<file path="src/rtl/mem_arbiter_pkg.sv">
// Shared definitions for the two-port byte-memory arbiter: access-type codes,
// FSM state encoding, default address width and access-type decode helpers.
package mem_arbiter_pkg;

    localparam int MEM_AW_DEF = 10;

    localparam logic [2:0] DM_B  = 3'b000;
    localparam logic [2:0] DM_H  = 3'b001;
    localparam logic [2:0] DM_W  = 3'b010;
    localparam logic [2:0] DM_BU = 3'b100;
    localparam logic [2:0] DM_HU = 3'b101;

    typedef enum logic [1:0] {
        ST_IDLE   = 2'd0,
        ST_ACCESS = 2'd1,
        ST_DRAIN  = 2'd2,
        ST_DONE   = 2'd3
    } state_e;

    // Low two bits carry the size; 110 therefore decodes as a word load.
    function automatic logic [2:0] dm_nbytes(input logic [2:0] dm);
        case (dm[1:0])
            2'b00:   return 3'd1;
            2'b01:   return 3'd2;
            default: return 3'd4;
        endcase
    endfunction

    // Stores have no unsigned variants, so any 1xx store is rejected.
    function automatic logic dm_illegal(input logic we, input logic [2:0] dm);
        if (dm[1:0] == 2'b11) return 1'b1;
        if (we && dm[2])      return 1'b1;
        return 1'b0;
    endfunction

endpackage

</file>
<file path="src/rtl/mem_arbiter_ld_extend.sv">
// Combinational sign/zero extension of assembled little-endian load bytes.
module ld_extend
    import mem_arbiter_pkg::*;
(
    input  logic [2:0]  dmtype_i,
    input  logic [31:0] data_i,
    output logic [31:0] data_o
);

    always_comb begin
        data_o = data_i;
        case (dmtype_i)
            DM_B:    data_o = {{24{data_i[7]}}, data_i[7:0]};
            DM_H:    data_o = {{16{data_i[15]}}, data_i[15:0]};
            DM_BU:   data_o = {24'd0, data_i[7:0]};
            DM_HU:   data_o = {16'd0, data_i[15:0]};
            default: data_o = data_i;
        endcase
    end

endmodule

</file>
<file path="src/rtl/mem_arbiter.sv">
// Round-robin arbiter that serialises 32-bit loads/stores from two ports onto
// a byte-wide memory with one-cycle read latency.
module mem_arbiter
    import mem_arbiter_pkg::*;
#(
    parameter int MEM_AW = MEM_AW_DEF
) (
    input  logic              clk,
    input  logic              rst,
    input  logic              p0_req,
    input  logic              p1_req,
    input  logic              p0_we,
    input  logic              p1_we,
    input  logic [2:0]        p0_dmtype,
    input  logic [2:0]        p1_dmtype,
    input  logic [31:0]       p0_addr,
    input  logic [31:0]       p1_addr,
    input  logic [31:0]       p0_wdata,
    input  logic [31:0]       p1_wdata,
    output logic              p0_ack,
    output logic              p1_ack,
    output logic [31:0]       p0_rdata,
    output logic [31:0]       p1_rdata,
    output logic              p0_err,
    output logic              p1_err,
    output logic              mem_en,
    output logic              mem_we,
    output logic [MEM_AW-1:0] mem_addr,
    output logic [7:0]        mem_wdata,
    input  logic [7:0]        mem_rdata,
    output logic              busy
);

    logic [1:0]        req_a;
    logic [1:0]        we_a;
    logic [2:0]        dm_a    [2];
    logic [MEM_AW-1:0] addr_a  [2];
    logic [31:0]       wdata_a [2];
    logic [1:0]        ack_a;
    logic [1:0]        err_a;
    logic              unused_addr_hi;

    assign req_a      = {p1_req, p0_req};
    assign we_a       = {p1_we, p0_we};
    assign dm_a[0]    = p0_dmtype;
    assign dm_a[1]    = p1_dmtype;
    assign addr_a[0]  = p0_addr[MEM_AW-1:0];
    assign addr_a[1]  = p1_addr[MEM_AW-1:0];
    assign wdata_a[0] = p0_wdata;
    assign wdata_a[1] = p1_wdata;
    assign unused_addr_hi = ^{p0_addr[31:MEM_AW], p1_addr[31:MEM_AW]};

    state_e            state_q, state_d;
    logic              gnt_q;
    logic              last_q;
    logic              we_q;
    logic [2:0]        dm_q;
    logic [MEM_AW-1:0] addr_q;
    logic [31:0]       wdata_q;
    logic [2:0]        cnt_q;
    logic              err_q;
    logic [31:0]       rbuf_q;

    logic              gnt_sel;
    logic              sel_illegal;
    logic [2:0]        nbytes;
    logic [1:0]        lane;
    logic [31:0]       merged;
    logic [31:0]       ext_data;
    logic              rd_wr_en;
    logic              rd_wr_port;
    logic [31:0]       rd_wr_val;

    // With both requesting, the port that did not win last time goes next.
    assign gnt_sel     = (req_a == 2'b11) ? ~last_q : req_a[1];
    assign sel_illegal = dm_illegal(we_a[gnt_sel], dm_a[gnt_sel]);
    assign nbytes      = dm_nbytes(dm_q);
    assign lane        = 2'(cnt_q - 3'd1);

    always_comb begin
        state_d = state_q;
        case (state_q)
            ST_IDLE:   if (|req_a) state_d = sel_illegal ? ST_DONE : ST_ACCESS;
            ST_ACCESS: if (cnt_q == (nbytes - 3'd1)) state_d = we_q ? ST_DONE : ST_DRAIN;
            ST_DRAIN:  state_d = ST_DONE;
            ST_DONE:   state_d = ST_IDLE;
            default:   state_d = ST_IDLE;
        endcase
    end

    always_ff @(posedge clk) begin
        if (rst) begin
            state_q <= ST_IDLE;
            gnt_q   <= 1'b0;
            last_q  <= 1'b1;
            we_q    <= 1'b0;
            dm_q    <= 3'd0;
            addr_q  <= '0;
            wdata_q <= 32'd0;
            cnt_q   <= 3'd0;
            err_q   <= 1'b0;
            rbuf_q  <= 32'd0;
        end else begin
            state_q <= state_d;
            case (state_q)
                ST_IDLE: begin
                    if (|req_a) begin
                        gnt_q   <= gnt_sel;
                        last_q  <= gnt_sel;
                        we_q    <= we_a[gnt_sel];
                        dm_q    <= dm_a[gnt_sel];
                        addr_q  <= addr_a[gnt_sel];
                        wdata_q <= wdata_a[gnt_sel];
                        err_q   <= sel_illegal;
                        cnt_q   <= 3'd0;
                        rbuf_q  <= 32'd0;
                    end
                end
                ST_ACCESS: begin
                    cnt_q <= cnt_q + 3'd1;
                    // mem_rdata now holds the byte issued on the previous cycle.
                    if (!we_q && cnt_q != 3'd0) rbuf_q[{lane, 3'b000} +: 8] <= mem_rdata;
                end
                default: ;
            endcase
        end
    end

    // The final load byte arrives during DRAIN; fold it in before extension.
    always_comb begin
        merged = rbuf_q;
        merged[{lane, 3'b000} +: 8] = mem_rdata;
    end

    ld_extend u_ld_extend (
        .dmtype_i (dm_q),
        .data_i   (merged),
        .data_o   (ext_data)
    );

    assign rd_wr_en   = (state_q == ST_DRAIN) ||
                        ((state_q == ST_IDLE) && (|req_a) && sel_illegal);
    assign rd_wr_port = (state_q == ST_IDLE) ? gnt_sel : gnt_q;
    assign rd_wr_val  = (state_q == ST_IDLE) ? 32'd0 : ext_data;

    genvar gi;
    generate
        for (gi = 0; gi < 2; gi++) begin : g_port
            logic [31:0] rdata_q;

            always_ff @(posedge clk) begin
                if (rst)
                    rdata_q <= 32'd0;
                else if (rd_wr_en && rd_wr_port == 1'(gi))
                    rdata_q <= rd_wr_val;
            end

            assign ack_a[gi] = (state_q == ST_DONE) && (gnt_q == 1'(gi));
            assign err_a[gi] = ack_a[gi] && err_q;
        end
    endgenerate

    assign p0_rdata  = g_port[0].rdata_q;
    assign p1_rdata  = g_port[1].rdata_q;
    assign p0_ack    = ack_a[0];
    assign p1_ack    = ack_a[1];
    assign p0_err    = err_a[0];
    assign p1_err    = err_a[1];

    assign mem_en    = (state_q == ST_ACCESS);
    assign mem_we    = mem_en && we_q;
    assign mem_addr  = addr_q + MEM_AW'(cnt_q);
    assign mem_wdata = wdata_q[{cnt_q[1:0], 3'b000} +: 8];
    assign busy      = (state_q != ST_IDLE);

endmodule

</file>
<file path="config.mk">
export PLATFORM = sky130hd
export DESIGN_NAME = mem_arbiter
export DESIGN_NICKNAME = d
export VERILOG_FILES = /design/src/rtl/mem_arbiter_pkg.sv /design/src/rtl/mem_arbiter_ld_extend.sv /design/src/rtl/mem_arbiter.sv
export SDC_FILE = /design/constraint.sdc
export NUM_CORES = 1
export LEC_CHECK = 0
export ABC_AREA = 1
export BUFFER_PORTS_ARGS = -buffer_cell sky130_fd_sc_hd__buf_4
export CORE_MARGIN = 3
export CORE_UTILIZATION = 51
export DETAILED_ROUTE_END_ITERATION = 8
export PLACE_DENSITY = 0.8
export SETUP_SLACK_MARGIN = 0.3
export SLEW_MARGIN = 10
export SYNTH_ARGS = -nofsm -noshare
export SYNTH_HDL_FRONTEND = slang
export SYNTH_SLANG_ARGS = --single-unit
</file>
<file path="constraint.sdc">
create_clock -name clk -period 3.46 [get_ports clk]
set_input_delay 0.692 -clock clk [delete_from_list [all_inputs] [get_ports clk]]
set_output_delay 0.692 -clock clk [all_outputs]
set_load 0.1 [all_outputs]
</file>
Word-level counts from Yosys, hierarchy flattened:

Cells that the tools add are included.

* bits in registers: 150
* input bits: 148
* output and inout port bits: 89
* word-level logic and storage cells: 97

* add/sub/neg operators: 5
* magnitude comparators: 2
* equal/unequal tests: 13
* shift-type cells: 3
* mux-type cells: 34
* bitwise gates (word level): 4
* reduce and logical (&&, ||, !) cells: 24

Operators by type and width (count)
* 32-bit two-way mux: 6
* 32-bit case mux with 4 select lines: 1
* 32-bit case mux with 2 select lines: 1
* 32-bit bitwise mux: 1
* 8-bit by 7-bit variable shift with 32-bit output, first input constant: 1
* 32-bit by 6-bit indexed part select with 8-bit output: 1
* 8-bit by 7-bit indexed part select with 32-bit output: 1
* 10-bit two-way mux: 3
* 1-bit two-way mux: 12
* 3-bit two-way mux: 4
* 3-bit case mux with 2 select lines: 2
* 1-bit logical AND: 11
* 10-bit by 3-bit adder with 10-bit output: 1
* 2-bit == test, second input constant: 4
* 2-bit case mux with 4 select lines: 1
* 5-bit negator with 7-bit output: 1
* 3-bit == test, second input constant: 2
* 2-bit two-way mux: 3
* 2-bit by 1-bit inequality test with 1-bit output, second input constant: 3
* 2-bit AND reduction: 3
* 2-bit by 1-bit == test with 1-bit output, second input constant: 2
* 2-bit zero test: 2
* 2-bit nonzero test: 2
* 3-bit by 1-bit adder with 3-bit output, second input constant: 1
* other kinds (14): 16

Depth between registers and ports, before layout:

Gate-level depths: netlist (run 1).

* depth after elaboration: 14
* depth in mapped cells: 14
* gate-level depth less buffers: 12

Cells and area by module:

Synthesis (run 1) repeated with hierarchy kept, for this count alone.

* cell total of the unflattened synthesis: 1146
* area total of the unflattened synthesis: 7763.7 um2

Modules (own cells, without submodules)
* mem_arbiter: instances 1, cells each 1076, area an instance 7374.6 um2, seq. area each 3002.9 um2
* ld_extend: instances 1, cells each 70, area an instance 389.1 um2, seq. area each 0.0 um2

Worst setup path before layout (run 1):

OpenSTA, ideal clock, no wires.

* path kind: flip-flop to output port
* start point: register cnt_q[0]
* end point: output port mem_addr[8]
* arrival time: 2.903 ns
* required time: 2.768 ns
* path slack: -0.135 ns
* stages on the path, launching flop included: 9
* path buffers: 0
* path through: dfxtp_1 -> ha_1 -> fa_1 -> nand2_1 -> nand2_1 -> nand2_1 -> nor3_1 -> nand3_1 -> xnor2_1

* longest elaborated chain between the ends: 1

Ends and longest elaborated chain
* from (decl): RTL line mem_arbiter.sv:60 `logic [2:0] cnt_q;`
* from (signal assigned): RTL line mem_arbiter.sv:120 `cnt_q <= cnt_q + 3'd1;`
* 10-bit by 3-bit adder with 10-bit output: RTL line mem_arbiter.sv:172 `assign mem_addr = addr_q + MEM_AW'(cnt_q);`
* to (decl): RTL line mem_arbiter.sv:28 `output logic [MEM_AW-1:0] mem_addr,`

No other way between the ends.

Worst setup path in the final report (run 1):

* start point: register cnt_q[2]
* end point: output port mem_addr[9]

Same word-level chain as after synthesis.

==> summary.md, run 1 <==
| Metric | Value |
|---|---|
| Status | `completed` |
| Routed Antenna Nets | `0` |
| Commonest non-fill, non-tap cell in the layout | `nand2_1` |
| DR iter-0 viols | `between 700 and 800` |
| Hold Crit Class | `reg2reg` |
| Drt drc | `0` |
| Synth Cell Area | `7450 um2` |
| Setup Crit Path Kind | `reg2out` |
| M1 GR Usage | `34.7%` |
| Worst-case clock buffer depth | `2` |
| Area growth, synth to finish | `29.8%` |
| CTS tree | `yes` |
| Cell family with most CP delay | `simple AND/OR/NAND/NOR gates` |
| Setup TNS | `0 ps` |
| CP max-delay cell | `ha_1` |
| Rows | `43` |
| P per Cell Area | `1090 nW/um2` |
| PortBufs | `between 150 and 200` |
| GP Congestion | `~0.88` |
| Met2 Track Usage GR | `43.4%` |
| Share of layout cells above drive strength 1 | `21.8%` |
| Syn_nets | `between 1000 and 1500` |
| Setup WS post-layout | `around 520 ps` |
| Fin. Hold Viols | `0` |
| CP peak stage delay | `360 ps` |
| H-tree depth | `4` |
| Endpoints failing setup | `0` |
| Hold buffers post-CTS | `0` |
| First-pass GRT wire length | `approximately 35000 um` |
| Fin crit share | `about 85%` |
| Primary FF master, synth | `dfxtp_1` |
| Number of global-route vias before repair | `approximately 7200` |
| Clk_lat worst skew | `430 ps` |
| Gate Count Post-Synth | `1097` |
| Final HPWL DP | `15000 um` |
| Worst EP arrival | `approximately 2300 ps` |
| CTS Buf Count | `17` |
| Pwr Total | `between 10 and 15 mW` |
| Max cap viols | `0` |
| Cell count after placement | `roughly 1400` |
| Post-CTS Setup Bufs | `0` |
| WL per Instance | `between 10 and 15 um` |
| Antenna violations before repair | `0` |
| Drt total wl | `approximately 21000 um` |
| Min Tclk post-route | `slightly below 3000 ps` |
| Global route overflow | `0` |
| Crit path buf inv count | `1` |
| # fillers | `about 1200` |
| Clk sinks | `150` |
| Layout Cells excl Fill | `around 1400` |
| NumNets Final | `1414` |
| Largest net degree at the start of global routing | `94` |
| Yosys Warn Count | `0` |
| Clock transition at the registers of the reported paths | `about 60 ps` |
| Multi-input logic area | `slightly below 4000 um2` |
| Root Buffer | `clkbuf_16` |
| Pleak | `approximately 4.4 nW` |
| Core area | `between 10000 and 15000 um2` |
| Max Clock Skew | `between 10 and 15 ps` |
| Via count | `between 7000 and 8000` |
| Cell chain of the critical path | `ha_1, nand3_1, nand3_1, nand3_1, nor2_1, nand4_1, xnor2_2, buf_6` |
| Crit start category | `register` |
| Vias/cell | `roughly 5.4` |
| CP most frequent cell | `nand3_1` |
| Antenna fix cells | `0` |
| Number of I/O pins | `around 240` |
| RSZ-0062 raised after global routing | `false` |
| Mean area per synthesized cell | `6.79 um2` |
| Die Wd | `between 100 and 150 um` |
| Die Span Y | `between 100 and 150 um` |
| Required @ worst endpoint | `roughly 2800 ps` |
| Met3 Resource Use GR | `around 6.4%` |
| Sequential share of the synthesized area | `40.3%` |
| #FFs+latches synth | `150` |
| Synth cell types | `41` |
| Gr busiest metal | `met2` |
| Reg area | `3000 um2` |
| Initial Utilization | `a little over half` |
| Fin. max-slew vios | `0` |
| FMAX | `between 300 and 400 MHz` |
| Drt pass-1 iters | `7` |
| Pre-CTS WS | `around 700 ps` |
| Slew headroom | `around a third` |
| Post-synth EDFFs | `0` |
| Commonest cells after routing, fill and taps aside | `nand2_1 (273), buf_4 (207), nor2_1 (185)` |
| Async SR Flop Fraction | `0%` |
| Worst-Margin Slew | `975 ps` |
| GRT Overall Usage | `approximately a quarter` |
| Peak supply drop | `731 uV` |
| Crit-path max FO | `4` |
| Critical path endpoint category | `output port` |
| Die ar. | `16100 um2` |
[flip-flops by register name, indices dropped and copies added (netlist names)]
name / cells
p0_rdata: 32
rbuf_q: 32
last_q: 1
we_q: 1
addr_q: 10
p1_rdata: 32
cnt_q: 3
err_q: 1
gnt_q: 1
dm_q: 3
state_q: 2
wdata_q: 32
[path summary, 6_finish.rpt]
path / from / endpoint / slack (ps) / cells past startpoint
max: cnt_q[2] / mem_addr[9] / 520 / 8
min: rbuf_q[4] / rbuf_q[4] / 470 / 2
max reg2reg: state_q[0] / p1_rdata[9] / 840 / 10
min reg2reg: rbuf_q[4] / rbuf_q[4] / 470 / 2
[logic make-up after synthesis]
family	count (synthesis)	synth area share [%]
XOR/XNOR	8	0.941
AND/OR/NAND/NOR	563	30.7
buffers and inverters	147	8.40
flip-flops	150	40.3
adder cells (fa/ha/maj)	14	2.45
AO/OA/AOI/OAI	215	17.2
[report_power, final]
part	total (mW)	leakage, nW	internal [mW]	switching (mW)
logic	6.05	2.91	1.35	4.71
registers	2.48	1.23	2.19	0.288
clock network	2.05	0.311	1.29	0.765
total	10.6	4.45	4.83	5.76
[area by class of cell]
| type | count | share of cell area [%] |
|---|---|---|
| clock buffer | 18 | 4.44 |
| timing repair buffer | 209 | 16.4 |
| multi-input combinational | 800 | 40.5 |
| inverter | 74 | 2.93 |
| tap | 180 | 2.33 |
| clock inverter | 14 | 2.30 |
| sequential | 150 | 31.1 |
[routing by layer]
metal	vias up	part of all wire (%)
met5	-	0
met2	290	49
met1	3611	42
li1	3904	-
met3	30	7.4
met4	0	1.8
[Yosys cell counts (4+ instances only)]
library cell  number  area share [%]
o211ai_1          15             1.5
o22ai_1            8            0.67
inv_1             63             3.2
xor2_1             5            0.59
o21ai_1            8            0.54
nor2_1           185             9.3
a22oi_1           24             2.4
a31oi_1           46             3.9
o21ai_0           83             5.6
nand2_1          273              14
buf_2             13            0.87
a21oi_1           20             1.3
buf_6              6            0.91
nand3_1           85             5.7
dfxtp_1          150              40
nor2b_1            4            0.34
clkbuf_1          51             2.6
ha_1              13             2.2
inv_2              7            0.35
[metrics by stage]
stage                     hold WS (ps)  util [%]  area (um2)
after floorplan                    445         -        7540
after global placement             452      63.9        9000
after detailed placement           457      63.9        9000
after CTS                          467      68.5        9660
after global routing               493      68.6        9670
final                              471      68.6        9670
[tightest hold or removal path, stage by stage, from the launching register on]
cell,delay [ps]
dfxtp_1,310
nand2_1,60
a21oi_1,60
[timing repair]
| action | in CTS | in global routing |
|---|---|---|
| pin swaps | 0 | 0 |
| setup endpoints to repair | 1 | 2 |
| resized for setup | 1 | 2 |
| endpoints found under the hold margin | 0 | 0 |
Power figures use the tool's default switching activity.
==> run 2, diff against run 1 <==
--- a/config.mk
+++ b/config.mk
@@ -10,7 +10,7 @@
 export CORE_MARGIN = 3
 export CORE_UTILIZATION = 51
 export DETAILED_ROUTE_END_ITERATION = 8
-export PLACE_DENSITY = 0.8
+export PLACE_DENSITY_LB_ADDON = 0.08
 export SETUP_SLACK_MARGIN = 0.3
 export SLEW_MARGIN = 10
 export SYNTH_ARGS = -nofsm -noshare
==> summary.md, run 2 (synthesized netlist as in run 1, its figures left out) <==
| Metric | Value |
|---|---|
| Fin. Hold Viols | `0 (unchanged)` |
| PortBufs | `192 (unchanged)` |
| Min Tclk post-route | `3020 ps (+79.9 ps)` |
| Final HPWL DP | `14700 um (-1.6%)` |
| Fin. max-slew vios | `0 (unchanged)` |
| Post-CTS Setup Bufs | `0 (unchanged)` |
| Comb pwr share | `58.3% (+1.1 points)` |
| Peak supply drop | `610 uV (-16%)` |
| Antenna violations before repair | `0 (unchanged)` |
| Required @ worst endpoint | `2770 ps (about the same)` |
| Worst reg-to-reg setup slack | `750 ps (-90 ps)` |
| Number of I/O pins | `237 (unchanged)` |
| H-tree depth | `4 (unchanged)` |
| Hold Crit Class | `reg2reg` |
| Setup Crit Path Kind | `reg2out` |
| Rows | `43 (unchanged)` |
| Core area | `14100 um2 (unchanged)` |
| Die Span Y | `127 um (unchanged)` |
| # fillers | `1278 (+3.1%)` |
| Initial Utilization | `52.8% (unchanged)` |
| Critical path endpoint category | `output port` |
| Pleak | `4.39 nW (-1.2%)` |
| Max cap viols | `0 (unchanged)` |
| Commonest cells after routing, fill and taps aside | `nand2_1 (273), buf_4 (204), nor2_1 (185)` |
| Clock transition at the registers of the reported paths | `60 ps (about the same)` |
| Area growth, synth to finish | `28.4%` |
| GRT Overall Usage | `25.8% (-0.67 points)` |
| Slew headroom | `41.6% (+6.8 points)` |
| CTS tree | `yes` |
| Max Clock Skew | `7.02 ps (-3.04 ps)` |
| NumNets Final | `1411 (-0.21%)` |
| First-pass GRT wire length | `34200 um (-2.0%)` |
| Clk sinks | `150 (unchanged)` |
| Setup WS post-layout | `437 ps (-79.9 ps)` |
| Drt drc | `0 (unchanged)` |
| Drt total wl | `21100 um (-1.7%)` |
| Routed Antenna Nets | `0 (unchanged)` |
| Fin crit share | `87.4% (+2.3 points)` |
| Psw | `5.70 mW (-0.99%)` |
| Int Power | `4.60 mW (-4.7%)` |
| Endpoints failing setup | `0 (unchanged)` |
| Clk_lat worst skew | `410 ps (-20 ps)` |
| Worst-Margin Slew | `876 ps (-99.9 ps)` |
| Share of layout cells above drive strength 1 | `21.6% (-0.17 points)` |
| Die ar. | `16100 um2 (unchanged)` |
| Sequential fraction of design power | `24.3% (+0.9 points)` |
| DR iter-0 viols | `579 (-22%)` |
| Hold slack final | `464 ps (-6.91 ps)` |
| Setup TNS | `0 ps (unchanged)` |
| Global route overflow | `0 (unchanged)` |
| Vias/cell | `5.34 (-1.5%)` |
| RSZ-0062 raised after global routing | `false` |
| Clk network pwr share | `17.4% (-2.0 points)` |
| Crit-path max FO | `12 (+8)` |
| Worst-case clock buffer depth | `2 (unchanged)` |
| Sw frac | `55.3% (+0.93 points)` |
| Antenna fix cells | `0 (unchanged)` |
| Root Buffer | `clkbuf_16` |
| Crit start category | `register` |
| Status | `completed` |
| Largest net degree at the start of global routing | `94 (unchanged)` |
| Post-Route Utilization | `67.8% (-0.73 points)` |
| FMAX | `331 MHz (-2.6%)` |
| GP Congestion | `0.853 (-3.2%)` |
| Die Wd | `127 um (unchanged)` |
| Commonest non-fill, non-tap cell in the layout | `nand2_1` |
| Drt pass-1 iters | `5 (-2)` |
| P per Cell Area | `1080 nW/um2 (-1.6%)` |
| Worst EP arrival | `2330 ps (+80 ps)` |
| CTS Buf Count | `17 (unchanged)` |
| Pre-CTS WS | `510 ps (-188 ps)` |
| WL per Instance | `14.6 um (-1.5%)` |
| Number of global-route vias before repair | `7014 (-2.1%)` |
| Via count | `7698 (-1.7%)` |
## run 2: changes by cell type in the layout (fill, tap and decap cells not counted)
| cell | change |
|---|---|
| clkinv_2 | +4 |
| buf_4 | -3 |
| bufinv_16 | -3 |
| clkinv_4 | -2 |
| clkinvlp_4 | +2 |
| inv_6 | -2 |
| clkbuf_1 | -1 |
| clkbuf_8 | +1 |
## run 2: cell type report
cell class | instances | area (um2) | area share (%)
clock buffer | 18 | 439 | 4.59
clock inverter | 13 | 133 | 1.39
inverter | 74 | 283 | 2.96
multi-input combinational | 800 | 3920 | 41.0
sequential | 150 | 3000 | 31.4
tap | 180 | 225 | 2.36
timing repair buffer | 206 | 1560 | 16.3
## run 2: power groups by stage
stage / registers, mW / clock network [mW] / logic [mW]
after global routing: 2.56 / 1.89 / 6.43
after global placement: 2.52 / 0 / 5.93
final: 2.50 / 1.79 / 6.00
after CTS: 2.50 / 1.82 / 6.00
after detailed placement: 2.53 / 0 / 5.97
after floorplan: 4.13 / 0 / 3.19
## run 2: worst paths after layout
check / start / end / cells past startpoint
worst max-delay path: cnt_q[0] / mem_addr[8] / 9
worst min-delay path: rbuf_q[4] / rbuf_q[4] / 2
worst max register to register: state_q[0] / p0_rdata[31] / 10
worst min register to register: rbuf_q[4] / rbuf_q[4] / 2
## run 2: through the flow
stage               power (mW)  cells  cell area (um2)
CTS                       10.3   1441             9560
floorplan                 7.33   1097             7540
detailed placement        8.50   1410             8980
finish                    10.3   1441             9560
global route              10.9   1441             9560
global placement          8.45   1410             8980
## run 2: layer usage
metal  GRT usage [%]  vias up  wire (um)
met5               0        -          0
met4            6.69        0        286
met3            4.00       24       1120
met2            41.7      241       9920
met1            36.2     3528       9750
li1                -     3905          -
## run 2: worst max-delay path: stages, from the launching register on
cell,delay (ps)
dfxtp_2,460
ha_1,240
fa_1,220
nand2_1,60
nand2_1,60
nand2_1,100
nor3_2,220
nand3_1,160
xnor2_2,170
buf_6,250
## run 2: what timing repair did
item,4_1_cts,5_1_grt
hold buffers,0,0
endpoints found under the setup margin,2,1
gates resized for setup,2,1
